--- config.mk ---
export PLATFORM = sky130hd
export DESIGN_NAME = stream_packet_source_flat
export DESIGN_NICKNAME = d
export VERILOG_FILES = /design/src/rtl/stream_packet_source_if.sv /design/src/rtl/stream_packet_source.sv /design/src/flat_wrapper.sv
export SDC_FILE = /design/constraint.sdc
export NUM_CORES = 1
export LEC_CHECK = 0
export CORE_MARGIN = 10
export CORE_UTILIZATION = 58
export DETAILED_ROUTE_END_ITERATION = 10
export PLACE_DENSITY = 0.95
export SLEW_MARGIN = 20
export SYNTH_ARGS = -nofsm -noshare
export SYNTH_HDL_FRONTEND = slang
export SYNTH_SLANG_ARGS = --single-unit
--- constraint.sdc ---
create_clock -name src_clock -period 4 [get_ports src_clock]
set_input_delay 0.8 -clock src_clock [delete_from_list [all_inputs] [get_ports src_clock]]
set_output_delay 0.8 -clock src_clock [all_outputs]
set_load 0.01 [all_outputs]
--- src/rtl/stream_packet_source_if.sv ---
// Streaming source-side bundle: valid/ready handshake with sop/eop framing.
interface stream_packet_source_if #(
    parameter int DATA_WIDTH = 16
) ();
    logic                  src_valid;
    logic                  src_ready;
    logic                  src_sop;
    logic                  src_eop;
    logic [DATA_WIDTH-1:0] src_data;

    modport master (
        output src_valid,
        output src_sop,
        output src_eop,
        output src_data,
        input  src_ready
    );

    modport slave (
        input  src_valid,
        input  src_sop,
        input  src_eop,
        input  src_data,
        output src_ready
    );
endinterface

--- src/rtl/stream_packet_source.sv ---
// Self-test packet generator: emits one packet of LFSR words per start request,
// honouring backpressure, with registered outputs and a one-cycle done pulse.
module stream_packet_source #(
    parameter int                    DATA_WIDTH = 16,
    parameter int                    MAX_LENGTH = 30,
    parameter logic [DATA_WIDTH-1:0] LFSR_TAPS  = 16'hB400,
    parameter int unsigned           SEED       = 1
) (
    input  logic                               src_clock,
    input  logic                               src_reset,
    input  logic                               start,
    input  logic [$clog2(MAX_LENGTH+1)-1:0]    length,
    stream_packet_source_if.master             src,
    output logic                               busy,
    output logic                               done,
    output logic [15:0]                        pkt_count
);

    localparam int LW = $clog2(MAX_LENGTH + 1);
    localparam logic [LW-1:0]         MAX_LEN_W = LW'(MAX_LENGTH);
    localparam logic [DATA_WIDTH-1:0] SEED_W    = DATA_WIDTH'(SEED);
    localparam logic [DATA_WIDTH-1:0] SEED_EFF  =
        (SEED_W == '0) ? {{(DATA_WIDTH-1){1'b0}}, 1'b1} : SEED_W;

    typedef enum logic [1:0] {
        ST_IDLE = 2'd0,
        ST_SEND = 2'd1,
        ST_DONE = 2'd2
    } state_t;

    function automatic logic [DATA_WIDTH-1:0] lfsr_step(input logic [DATA_WIDTH-1:0] s);
        lfsr_step = (s >> 1) ^ (s[0] ? LFSR_TAPS : {DATA_WIDTH{1'b0}});
    endfunction

    function automatic logic [DATA_WIDTH-1:0] word_of(input logic [DATA_WIDTH-1:0] s);
        word_of = {1'b0, s[DATA_WIDTH-2:0]};
    endfunction

    state_t                state_r;
    logic                  run_r;
    logic [LW-1:0]         beat_r;
    logic [LW-1:0]         len_r;
    logic [DATA_WIDTH-1:0] lfsr_r;
    logic                  valid_r;
    logic                  sop_r;
    logic                  eop_r;
    logic [DATA_WIDTH-1:0] data_r;
    logic                  busy_r;
    logic                  done_r;
    logic [15:0]           pkt_count_r;

    logic [LW-1:0]         len_clamped_s;
    logic [LW-1:0]         beat_inc_s;
    logic                  eop_next_s;
    logic [DATA_WIDTH-1:0] lfsr_next_s;
    logic                  xfer_s;

    // Release synchroniser: start is honoured from the second edge after reset drops.
    always_ff @(posedge src_clock or posedge src_reset) begin
        if (src_reset) begin
            run_r <= 1'b0;
        end else begin
            run_r <= 1'b1;
        end
    end

    // Next-state helpers: length clamp, beat increment, LFSR advance.
    always_comb begin
        len_clamped_s = length;
        if (length > MAX_LEN_W) begin
            len_clamped_s = MAX_LEN_W;
        end else begin
            len_clamped_s = length;
        end
        beat_inc_s  = beat_r + LW'(1);
        eop_next_s  = (beat_inc_s == (len_r - LW'(1)));
        lfsr_next_s = lfsr_step(lfsr_r);
        xfer_s      = valid_r && src.src_ready;
    end

    // Packet FSM; every output is a register so nothing is combinational from ready/start.
    always_ff @(posedge src_clock or posedge src_reset) begin
        if (src_reset) begin
            state_r     <= ST_IDLE;
            beat_r      <= '0;
            len_r       <= '0;
            lfsr_r      <= SEED_EFF;
            valid_r     <= 1'b0;
            sop_r       <= 1'b0;
            eop_r       <= 1'b0;
            data_r      <= '0;
            busy_r      <= 1'b0;
            done_r      <= 1'b0;
            pkt_count_r <= 16'd0;
        end else begin
            done_r <= 1'b0;
            case (state_r)
                ST_IDLE: begin
                    if (run_r && start) begin
                        if (len_clamped_s != '0) begin
                            len_r   <= len_clamped_s;
                            beat_r  <= '0;
                            valid_r <= 1'b1;
                            sop_r   <= 1'b1;
                            eop_r   <= (len_clamped_s == LW'(1));
                            data_r  <= word_of(lfsr_r);
                            busy_r  <= 1'b1;
                            state_r <= ST_SEND;
                        end else begin
                            done_r <= 1'b1;
                        end
                    end
                end
                ST_SEND: begin
                    if (xfer_s) begin
                        lfsr_r <= lfsr_next_s;
                        if (eop_r) begin
                            valid_r     <= 1'b0;
                            sop_r       <= 1'b0;
                            eop_r       <= 1'b0;
                            busy_r      <= 1'b0;
                            done_r      <= 1'b1;
                            pkt_count_r <= pkt_count_r + 16'd1;
                            state_r     <= ST_DONE;
                        end else begin
                            beat_r <= beat_inc_s;
                            sop_r  <= 1'b0;
                            eop_r  <= eop_next_s;
                            data_r <= word_of(lfsr_next_s);
                        end
                    end
                end
                ST_DONE: begin
                    state_r <= ST_IDLE;
                end
                default: begin
                    state_r <= ST_IDLE;
                    valid_r <= 1'b0;
                    sop_r   <= 1'b0;
                    eop_r   <= 1'b0;
                    busy_r  <= 1'b0;
                end
            endcase
        end
    end

    assign src.src_valid = valid_r;
    assign src.src_sop   = sop_r;
    assign src.src_eop   = eop_r;
    assign src.src_data  = data_r;
    assign busy          = busy_r;
    assign done          = done_r;
    assign pkt_count     = pkt_count_r;

endmodule
--- src/flat_wrapper.sv ---
// flat-port wrapper written by rule: the top's interface ports become plain ports
module stream_packet_source_flat 
#(
    parameter int                    DATA_WIDTH = 16,
    parameter int                    MAX_LENGTH = 30,
    parameter logic [DATA_WIDTH-1:0] LFSR_TAPS  = 16'hB400,
    parameter int unsigned           SEED       = 1
)
  (src_clock, src_reset, start, length, busy, done, pkt_count, src_src_valid, src_src_sop, src_src_eop, src_src_data, src_src_ready);
  stream_packet_source_if #(.DATA_WIDTH(DATA_WIDTH)) src_i ();
  input  logic src_clock;
  input  logic src_reset;
  input  logic start;
  input  logic [$clog2(MAX_LENGTH+1)-1:0] length;
  output logic busy;
  output logic done;
  output logic [15:0] pkt_count;
  output wire logic [$bits(src_i.src_valid)-1:0] src_src_valid;
  output wire logic [$bits(src_i.src_sop)-1:0] src_src_sop;
  output wire logic [$bits(src_i.src_eop)-1:0] src_src_eop;
  output wire logic [$bits(src_i.src_data)-1:0] src_src_data;
  input wire logic [$bits(src_i.src_ready)-1:0] src_src_ready;
  assign src_src_valid = src_i.src_valid;
  assign src_src_sop = src_i.src_sop;
  assign src_src_eop = src_i.src_eop;
  assign src_src_data = src_i.src_data;
  assign src_i.src_ready = src_src_ready;
  stream_packet_source #(.DATA_WIDTH(DATA_WIDTH), .MAX_LENGTH(MAX_LENGTH), .LFSR_TAPS(LFSR_TAPS), .SEED(SEED)) u_core (.src_clock(src_clock), .src_reset(src_reset), .start(start), .length(length), .src(src_i), .busy(busy), .done(done), .pkt_count(pkt_count));
endmodule
# ---- Word-level counts from Yosys, hierarchy flattened
# Index checks and enable logic that the tools add are counted.
dict set report word_totals {
  elab_cells 72
  ff_bits 65
  input_bits 9
}
dict set report op_classes {
  reduce_logical 12
  n_eq_ne 9
  bitwise 2
  muxes 34
  magnitude_cmp 1
  n_addsub 3
}
# cell count
set op_table {}
lappend op_table {{$mux 16} 5}
lappend op_table {{$pmux 16 s2} 1}
lappend op_table {{$mux 5} 5}
lappend op_table {{$add 16x1->16 const B} 1}
lappend op_table {{$xor 15x16->16} 1}
lappend op_table {{$mux 1} 13}
lappend op_table {{$pmux 5 s2} 1}
lappend op_table {{$reduce_and 5->1} 2}
lappend op_table {{$pmux 1 s3} 3}
lappend op_table {{$mux 2} 4}
lappend op_table {{$ne 2x1->1 const B} 4}
lappend op_table {{$reduce_and 4->1} 2}
lappend op_table {{$reduce_and 3->1} 2}
lappend op_table {{$add 5x1->5 const B} 1}
lappend op_table {{$eq 5x1->1 const B} 1}
lappend op_table {{$eq 5x5->1} 1}
lappend op_table {{$gt 5x5->1 const B} 1}
lappend op_table {{$reduce_bool 5->1} 1}
lappend op_table {{$sub 5x1->5 const B} 1}
lappend op_table {{$pmux 2 s2} 1}
lappend op_table {{$eq 2x1->1 const B} 1}
lappend op_table {{$eq 2x2->1 const B} 1}
lappend op_table {{$logic_and 1x1->1} 2}
lappend op_table {{$logic_not 2->1} 1}
lappend op_table {{other kinds (5)} 5}

# ---- Logic depth before layout (Yosys ltp)
dict set report depth {
  depth_word 6
  ltp_mapped 6
  ltp_nobuf 6
}

# ---- Least setup slack after synthesis
# OpenSTA, ideal clock, no wires.
dict set report synth_path {
  path_type {input to register}
  from {input length[3]}
  to {register u_core.data_r[0], in the netlist u_core.src.src_data[0]}
  setup_time_ns 0.125
  cell_stages 5
  t_required_ns 3.875
  path_slack_ns 1.709
  arrival_ns 2.166
  path_cell_list {or4_4 -> o2111ai_4 -> a21oi_4 -> buf_8 -> mux2_4}
}
dict set report synth_via {
  elab_chain_cells 5
}
# item line
set synth_rtl {}
lappend synth_rtl {{from (decl)} flat_wrapper.sv:14} ;# input logic [$clog2(MAX_LENGTH+1)-1:0] length;
lappend synth_rtl {{$gt 5x5->1} stream_packet_source.sv:70} ;# if (length > MAX_LEN_W) begin
lappend synth_rtl {{$mux 5 *} stream_packet_source.sv:70}
lappend synth_rtl {{$reduce_bool 5->1 *} stream_packet_source.sv:100} ;# if (len_clamped_s != '0) begin
lappend synth_rtl {{$ne 2x1->1 (no source line) *} --}
lappend synth_rtl {{$reduce_and 5->1 (no source line) *} --}
lappend synth_rtl {{to (signal assigned)} stream_packet_source.sv:106} ;# data_r <= word_of(lfsr_r);
lappend synth_rtl {{to (signal assigned)} stream_packet_source.sv:129} ;# data_r <= word_of(lfsr_next_s);
lappend synth_rtl {{to (decl)} stream_packet_source.sv:47} ;# logic [DATA_WIDTH-1:0] data_r;
# Mark *: on every way between the ends. The rest lies on a longest branch, timed or not.
# A chain may end at the register's enable or synchronous reset.

# ---- Final worst setup path
dict set report layout_path {
  from {input src_src_ready}
  to {register u_core.pkt_count_r[11], in the netlist u_core.pkt_count[11]}
}
dict set report layout_via {
  elab_chain_cells 2
}
# item line
set layout_rtl {}
lappend layout_rtl {{from (decl)} flat_wrapper.sv:22} ;# input wire logic [$bits(src_i.src_ready)-1:0] src_src_ready;
lappend layout_rtl {{$logic_and 1x1->1} stream_packet_source.sv:78} ;# xfer_s = valid_r && src.src_ready;
lappend layout_rtl {{$reduce_and 3->1 (no source line)} --}
lappend layout_rtl {{to (signal assigned)} stream_packet_source.sv:123} ;# pkt_count_r <= pkt_count_r + 16'd1;
lappend layout_rtl {{to (decl)} stream_packet_source.sv:50} ;# logic [15:0] pkt_count_r;
# No other way between the ends.

==> flow_summary_export.csv <==
group,metric,value,unit
run_status,outcome,"completed",
clocking,cts_resized,0,
logic_synthesis,netlist_area,0.00307,mm2
critical_path,rrSetupSlack,1780,ps
timing,relSlewSlack,37.6,%
detailed_routing,drt_iter0_drc,86,
critical_path,r2r_start,"u_core.state_r[1]$_DFFE_PP0P_",
global_route,antenna_found_initial,0,
critical_path,r2r.worst_path.cells,5,
critical_path,cp.required,4210,ps
logic_synthesis,ys_warn_count,0,
final_layout,diodes,0,
floorplan,fp.dieW,92.7,um
timing,fin_setup_tns,0,ps
global_route,grt_max_degree,40,
detailed_routing,remaining_drc_errors,0,
critical_path,rr_endpoint,"u_core.pkt_count[1]$_DFFE_PP0P_",
power,p_leak,0.00183,uW
clocking,numCtsBuffers,9,
clocking,cts_root_buf,"clkbuf_8",
logic_synthesis,synth_area_leaders,"dfrtp_1 (51%), nand2_1 (8.9%), mux2_2 (8.1%), xnor2_1 (6.3%), mux2_4 (3.4%)",
final_layout,nets,344,
timing,rsz0062_at_grt,"no",
timing,max_freq,377,MHz
clocking,htree_levels,3,
final_layout,fillers,347,
floorplan,pin_count,46,
logic_synthesis,async_flop_share,100,%
power,ir_drop,0.190,mV
final_layout,final_util,74.1,%
timing,maxSlewViolCount,0,
logic_synthesis,synth_top_area_share,51.4,%
detailed_routing,drt_wl_total,6490,um
logic_synthesis,synth.top_cells.by_count,"nand2_1 (73), dfrtp_1 (63), mux2_2 (22), xnor2_1 (22), inv_1 (12)",
logic_synthesis,syn_area_per_cell,10.7,um2
logic_synthesis,yosysTopAreaCell,"dfrtp_1",
critical_path,critPathKind,"input port to register",
clocking,cts.sink_count,64,
critical_path,critPathLaunchType,"input port",
floorplan,rows,26,
placement,dp_hpwl,4340,um
timing,fin_worst_skew,8.18,ps
clocking,clk_pin_slew,70,ps
detailed_routing,drt_pass1_iterations,4,
timing,finalHoldViolCount,0,
detailed_routing,viasPerCell,5.40,
clocking,cts_tree,"yes",
timing,worst_pin_slew,935,ps
timing,fin_crit,2650,ps
timing,period_share,66.3,%
hold_path,min_path_cells,1,
detailed_routing,num_vias,2194,
global_route,grt_pass1_vias,2257,
logic_synthesis,seq_area_frac_synth,52.2,%
logic_synthesis,syn_nets,299,
power,finalPower,1330,uW
logic_synthesis,ys_ff_latch,64,
clocking,cts_buffer_depth,2,
logic_synthesis,yosys_most_used_dff,"dfrtp_1",
clocking,post_cts_buffers,0,
hold_path,min_to,"u_core.pkt_count[15]$_DFFE_PP0P_",
critical_path,worstPathMaxFanout,25,
final_layout,design_area,0.00378,mm2
logic_synthesis,synth-edff-count,0,
global_route,grt.total_usage,15.8,%
floorplan,start_util,60.1,%
power,power.density,352,mW/mm2
detailed_routing,ant_nets,0,
job,maxCapViolCount,0,
floorplan,core-area,0.00511,mm2
global_route,overflow,0,
floorplan,dieArea,0.00860,mm2
critical_path,worst_ep_arrival_time,2870,ps
critical_path,crit_path_end_kind,"register",
hold_path,worstHoldStart,"u_core.pkt_count[15]$_DFFE_PP0P_",
clocking,postCtsHoldBufs,0,
floorplan,die_h,92.7,um
final_layout,layout-area-overhead-vs-synth,23.3,%
logic_synthesis,synth.most_common_cell,"nand2_1",
clocking,insertion_delay,330,ps
placement,port_buffers,44,
global_route,grt_pass1_wl,11000,um
placement,gp_congestion,0.799,
placement,placed_cell_area,0.00355,mm2
timing,setup_viol,0,
final_layout,drive_gt1_share,16.1,%
detailed_routing,routedWlPerCell,16.0,um
hold_path,worstHoldPathType,"register to register",
logic_synthesis,synth_cell_types,40,
logic_synthesis,synthCells,287,
## through the flow
| step | setup slack, ps | std cells | hold WS [ps] |
|---|---|---|---|
| finish | 1350 | 406 | 477 |
| global route | 1200 | 406 | 502 |
| CTS | 1350 | 406 | 481 |
| detailed placement | 1000 | 391 | 472 |
| global placement | 1060 | 391 | 463 |
| floorplan | 1600 | 287 | 457 |
## flip-flops by register name, indices dropped and copies added (netlist names)
signal and flops:
u_core.beat_r 5, u_core.done 1, u_core.len_r 5, u_core.lfsr_r 16
u_core.pkt_count 16, u_core.run_r 1, u_core.src.src_data 15, u_core.src.src_eop 1
u_core.src.src_sop 1, u_core.src.src_valid 1, u_core.state_r 2
## cells by family after synthesis
group,after synthesis,synth area share (%)
other,2,0.245
AND/OR/NAND/NOR,113,17.3
buffers and inverters,25,3.75
multiplexers,30,11.8
XOR/XNOR,29,8.28
flip-flops,64,52.2
AO/OA/AOI/OAI,21,5.18
adder cells (fa/ha/maj),3,1.22
## metal layers
metal  up-vias  wire [um]  part of all wire (%)  track usage (%)
met5         -          0                     0                0
met2        55       3220                    50             26.6
met4         0         97                   1.5             7.33
met3        12        396                   6.1             5.57
met1      1079       2770                    43             17.6
li1       1048          -                     -                -
## final cells by class
type	instances	area [um2]	area share (%)
sequential	64	1600	42.3
tap	70	87.6	2.31
inverter	12	45.0	1.19
timing repair buffer	47	463	12.2
clock buffer	12	145	3.83
clock inverter	3	90.1	2.38
multi-input combinational	198	1350	35.7
## power breakdown
group / internal (uW) / switching (uW) / leakage, uW
registers: 648 / 0.600 / 0.000862
logic: 8.61 / 17.4 / 0.000854
clock network: 428 / 231 / 0.000117
## cell usage in the layout (no fill, tap or decap), drive strengths merged
| cell | synthesis | layout |
|---|---|---|
| o32ai | 2 | 2 |
| mux2 | 29 | 29 |
| nor4 | 2 | 2 |
| nand2b | 1 | 1 |
| o2111ai | 1 | 1 |
| mux2i | 1 | 1 |
| dfstp | 1 | 1 |
| a22oi | 1 | 1 |
| ha | 3 | 3 |
| nor4bb | 1 | 1 |
| a41o | 1 | 1 |
| and4 | 1 | 1 |
| xor2 | 7 | 7 |
| bufinv | 0 | 3 |
| or3 | 1 | 1 |
| and3 | 3 | 3 |
| or4 | 2 | 2 |
| dfrtp | 63 | 63 |
| clkbuf | 7 | 12 |
| o21ai | 12 | 12 |
| nor2 | 8 | 8 |
| xnor2 | 22 | 22 |
| nand3 | 9 | 9 |
| conb | 2 | 2 |
| inv | 12 | 12 |
| nor3b | 1 | 1 |
| clkdlybuf4s50 | 0 | 44 |
| nor3 | 4 | 4 |
| nand2 | 73 | 73 |
| a211oi | 1 | 1 |
| buf | 6 | 3 |
| nand4b | 1 | 1 |
| nand4 | 6 | 6 |
| a21oi | 3 | 3 |
## worst max-delay path: stages
cell,delay (ps)
clkdlybuf4s50_1,570
nand4b_4,340
nor4_2,700
nand4_1,260
xnor2_1,190
## worst max-delay path by stage
| stage | endpoint | cells past startpoint | slack (ps) | from |
|---|---|---|---|---|
| floorplan | u_core.beat_r[0]$_DFFE_PP0P_ | 1 | 1600 | src_reset |
| global placement | u_core.src.src_data[9]$_DFFE_PP0P_ | 5 | 1060 | src_src_ready |
| detailed placement | u_core.src.src_data[13]$_DFFE_PP0P_ | 5 | 1000 | src_src_ready |
| CTS | u_core.src.src_data[13]$_DFFE_PP0P_ | 5 | 1350 | src_src_ready |
| global route | u_core.pkt_count[12]$_DFFE_PP0P_ | 5 | 1200 | src_src_ready |
| finish | u_core.pkt_count[11]$_DFFE_PP0P_ | 5 | 1350 | src_src_ready |
Note: power is estimated with default switching activity, not from simulation.
==> RTL edit, RTL diff (config.mk and constraints unchanged) <==
Re-encode `state_t` (3 states) as one-hot, 3 bits wide.
--- a/src/rtl/stream_packet_source.sv
+++ b/src/rtl/stream_packet_source.sv
@@ -23,8 +23,8 @@
         (SEED_W == '0) ? {{(DATA_WIDTH-1){1'b0}}, 1'b1} : SEED_W;
 
-    typedef enum logic [1:0] {
-        ST_IDLE = 2'd0,
-        ST_SEND = 2'd1,
-        ST_DONE = 2'd2
+    typedef enum logic [2:0] {
+        ST_IDLE = 3'b001,
+        ST_SEND = 3'b010,
+        ST_DONE = 3'b100
     } state_t;
 
Behaviour: same outputs for any inputs over 10 cycles, from zero or initial values and one cycle with src_reset high; not proved beyond that.
==> RTL edit against the original RTL <==
- count of clock-buffer cells in the layout is 1 higher
- sequential share of layout area is 2.4 points higher
- sequential cell count is 1 higher
- routed wire length is 5.4% higher
- area after synthesis is 3.2% lower
- cell area is 3.9% lower
- first-iteration DRC count is 56% higher
- worst setup slack worse by 0.079 ns
- highest routed layer unchanged
Power is not compared: it rests on default switching activity, and its combinational part moved more than twofold at a synthesized area within 25%.
==> RTL edit: results (changes against the original RTL) <==
metric	value	unit	change
status	finished clean		
diodes inserted	0		unchanged
clock slew at reported path FFs	0.07	ns	about the same
DR vias/cell	5.53		+2.3%
DP Worst Slack	0.930	ns	-0.0753 ns
Pre-antenna DRT Iters	4		unchanged
sequential fraction of the synthesis area	54.8	%	+2.6 points
met1 Track Usage GR	20.5	%	+2.9 points
multiplexer share of the synthesized area	0	%	-12 points
drt total wl	6.84	mm	+5.4%
met2 Use GR	27.5	%	+0.90 points
# hold bufs at CTS	0		unchanged
IO Port Bufs	44		unchanged
synth cell count leaders	nand2_1 (102), dfrtp_1 (63), nor2_1 (27)		
GPL Wtd Cong	0.838		+4.8%
Hold Crit Class	flop to flop		
Synth Area in XOR/XNOR	8.55	%	+0.27 points
global router's overall resource usage	17.0	%	+1.2 points
CP endpoint	u_core.src.src_data[1]		
post-synthesis cell type count	39		-2.5%
Clock Skews	0.00636	ns	-0.00182 ns
DR WL met3	420	um	+6.1%
top post-synthesis cells by area	dfrtp_1 (53%), nand2_1 (13%), xnor2_1 (5.3%), nor2_1 (3.4%), xor2_1 (3.2%)		
Slew HR	38.5	%	+0.82 points
ys flop type	dfrtp_1		
synthesized netlist cell count	319		+11%
Setup crit start	length[3]		
CP max stage cell	or4_4		
top cell family by delay on the critical path	compound AO/OA/AOI/OAI gates		
layout cells sized above 1	7.34	%	-8.7 points
worst path arrival time	2.91	ns	+0.04 ns
R2R setup slack	1.54	ns	-0.24 ns
met1 wire length	2.90	mm	+4.4%
P_sw	0.424	mW	
first-pass GRT wire length	11.8	mm	+7.6%
Nets	375		+9.0%
met2 layer wire length in the routed design	3.37	mm	+4.4%
post-DP HPWL	4.78	mm	+10%
largest net degree at the start of global routing	31		-23%
Wirelength per Cell	15.7	um	-1.7%
htree depth	3		unchanged
DRT iter0 DRCs	134		+56%
R2R depth	6		+1
Worst R2R Start	u_core.state_r[2]		
GR Layer Usage met3	4.36	%	-1.2 points
R2R Path End	u_core.pkt_count[14]		
Hold EP	u_core.pkt_count[15]		
max incr delay on CP	0.59	ns	-0.11 ns
setup repair bufs after CTS	0		unchanged
Net Count, Synth	331		+11%
top sig layer	met4		
clock latency on the worst-skew pair	0.34	ns	
Compound-Gate Fraction of Synth Area	8.72	%	+3.5 points
post-synthesis adder-cell area fraction	1.26	%	+0.040 points
hold depth	1		unchanged
Async SR Flop Fraction	100	%	unchanged
CTS max path bufs	2		unchanged
number of global-route vias before repair	2434		+7.8%
Placed Cells	419		+7.2%
## RTL edit: cell types whose count changed after synthesis, sizes merged, moves of 9 or more
cell,delta
mux2,-29
nand2,+29
nor2,+19
a31oi,+12
inv,-9
## RTL edit: cell type report
cell class | count | area [um2]
clock buffer | 13 | 149
clock inverter | 3 | 40.0
fill | 334 | 1210
inverter | 4 | 20.0
multi-input combinational | 235 | 1250
sequential | 65 | 1630
tap | 67 | 83.8
timing repair buffer | 48 | 470
## RTL edit: metrics by stage
stage	hold WS, ns	cell area [um2]	power [mW]
finish	0.477	3640	1.58
global route	0.488	3640	1.65
CTS	0.476	3640	1.59
detailed placement	0.466	3450	1.04
global placement	0.462	3450	1.03
floorplan	0.461	2970	0.911
## RTL edit: power groups by stage
stage                     Combinational, mW  Sequential [mW]  Clock, mW
after global placement                0.261            0.771          0
after global routing                  0.301            0.771      0.576
after CTS                             0.273            0.763      0.549
after floorplan                       0.134            0.777          0
after detailed placement              0.272            0.771          0
final                                 0.270            0.764      0.544
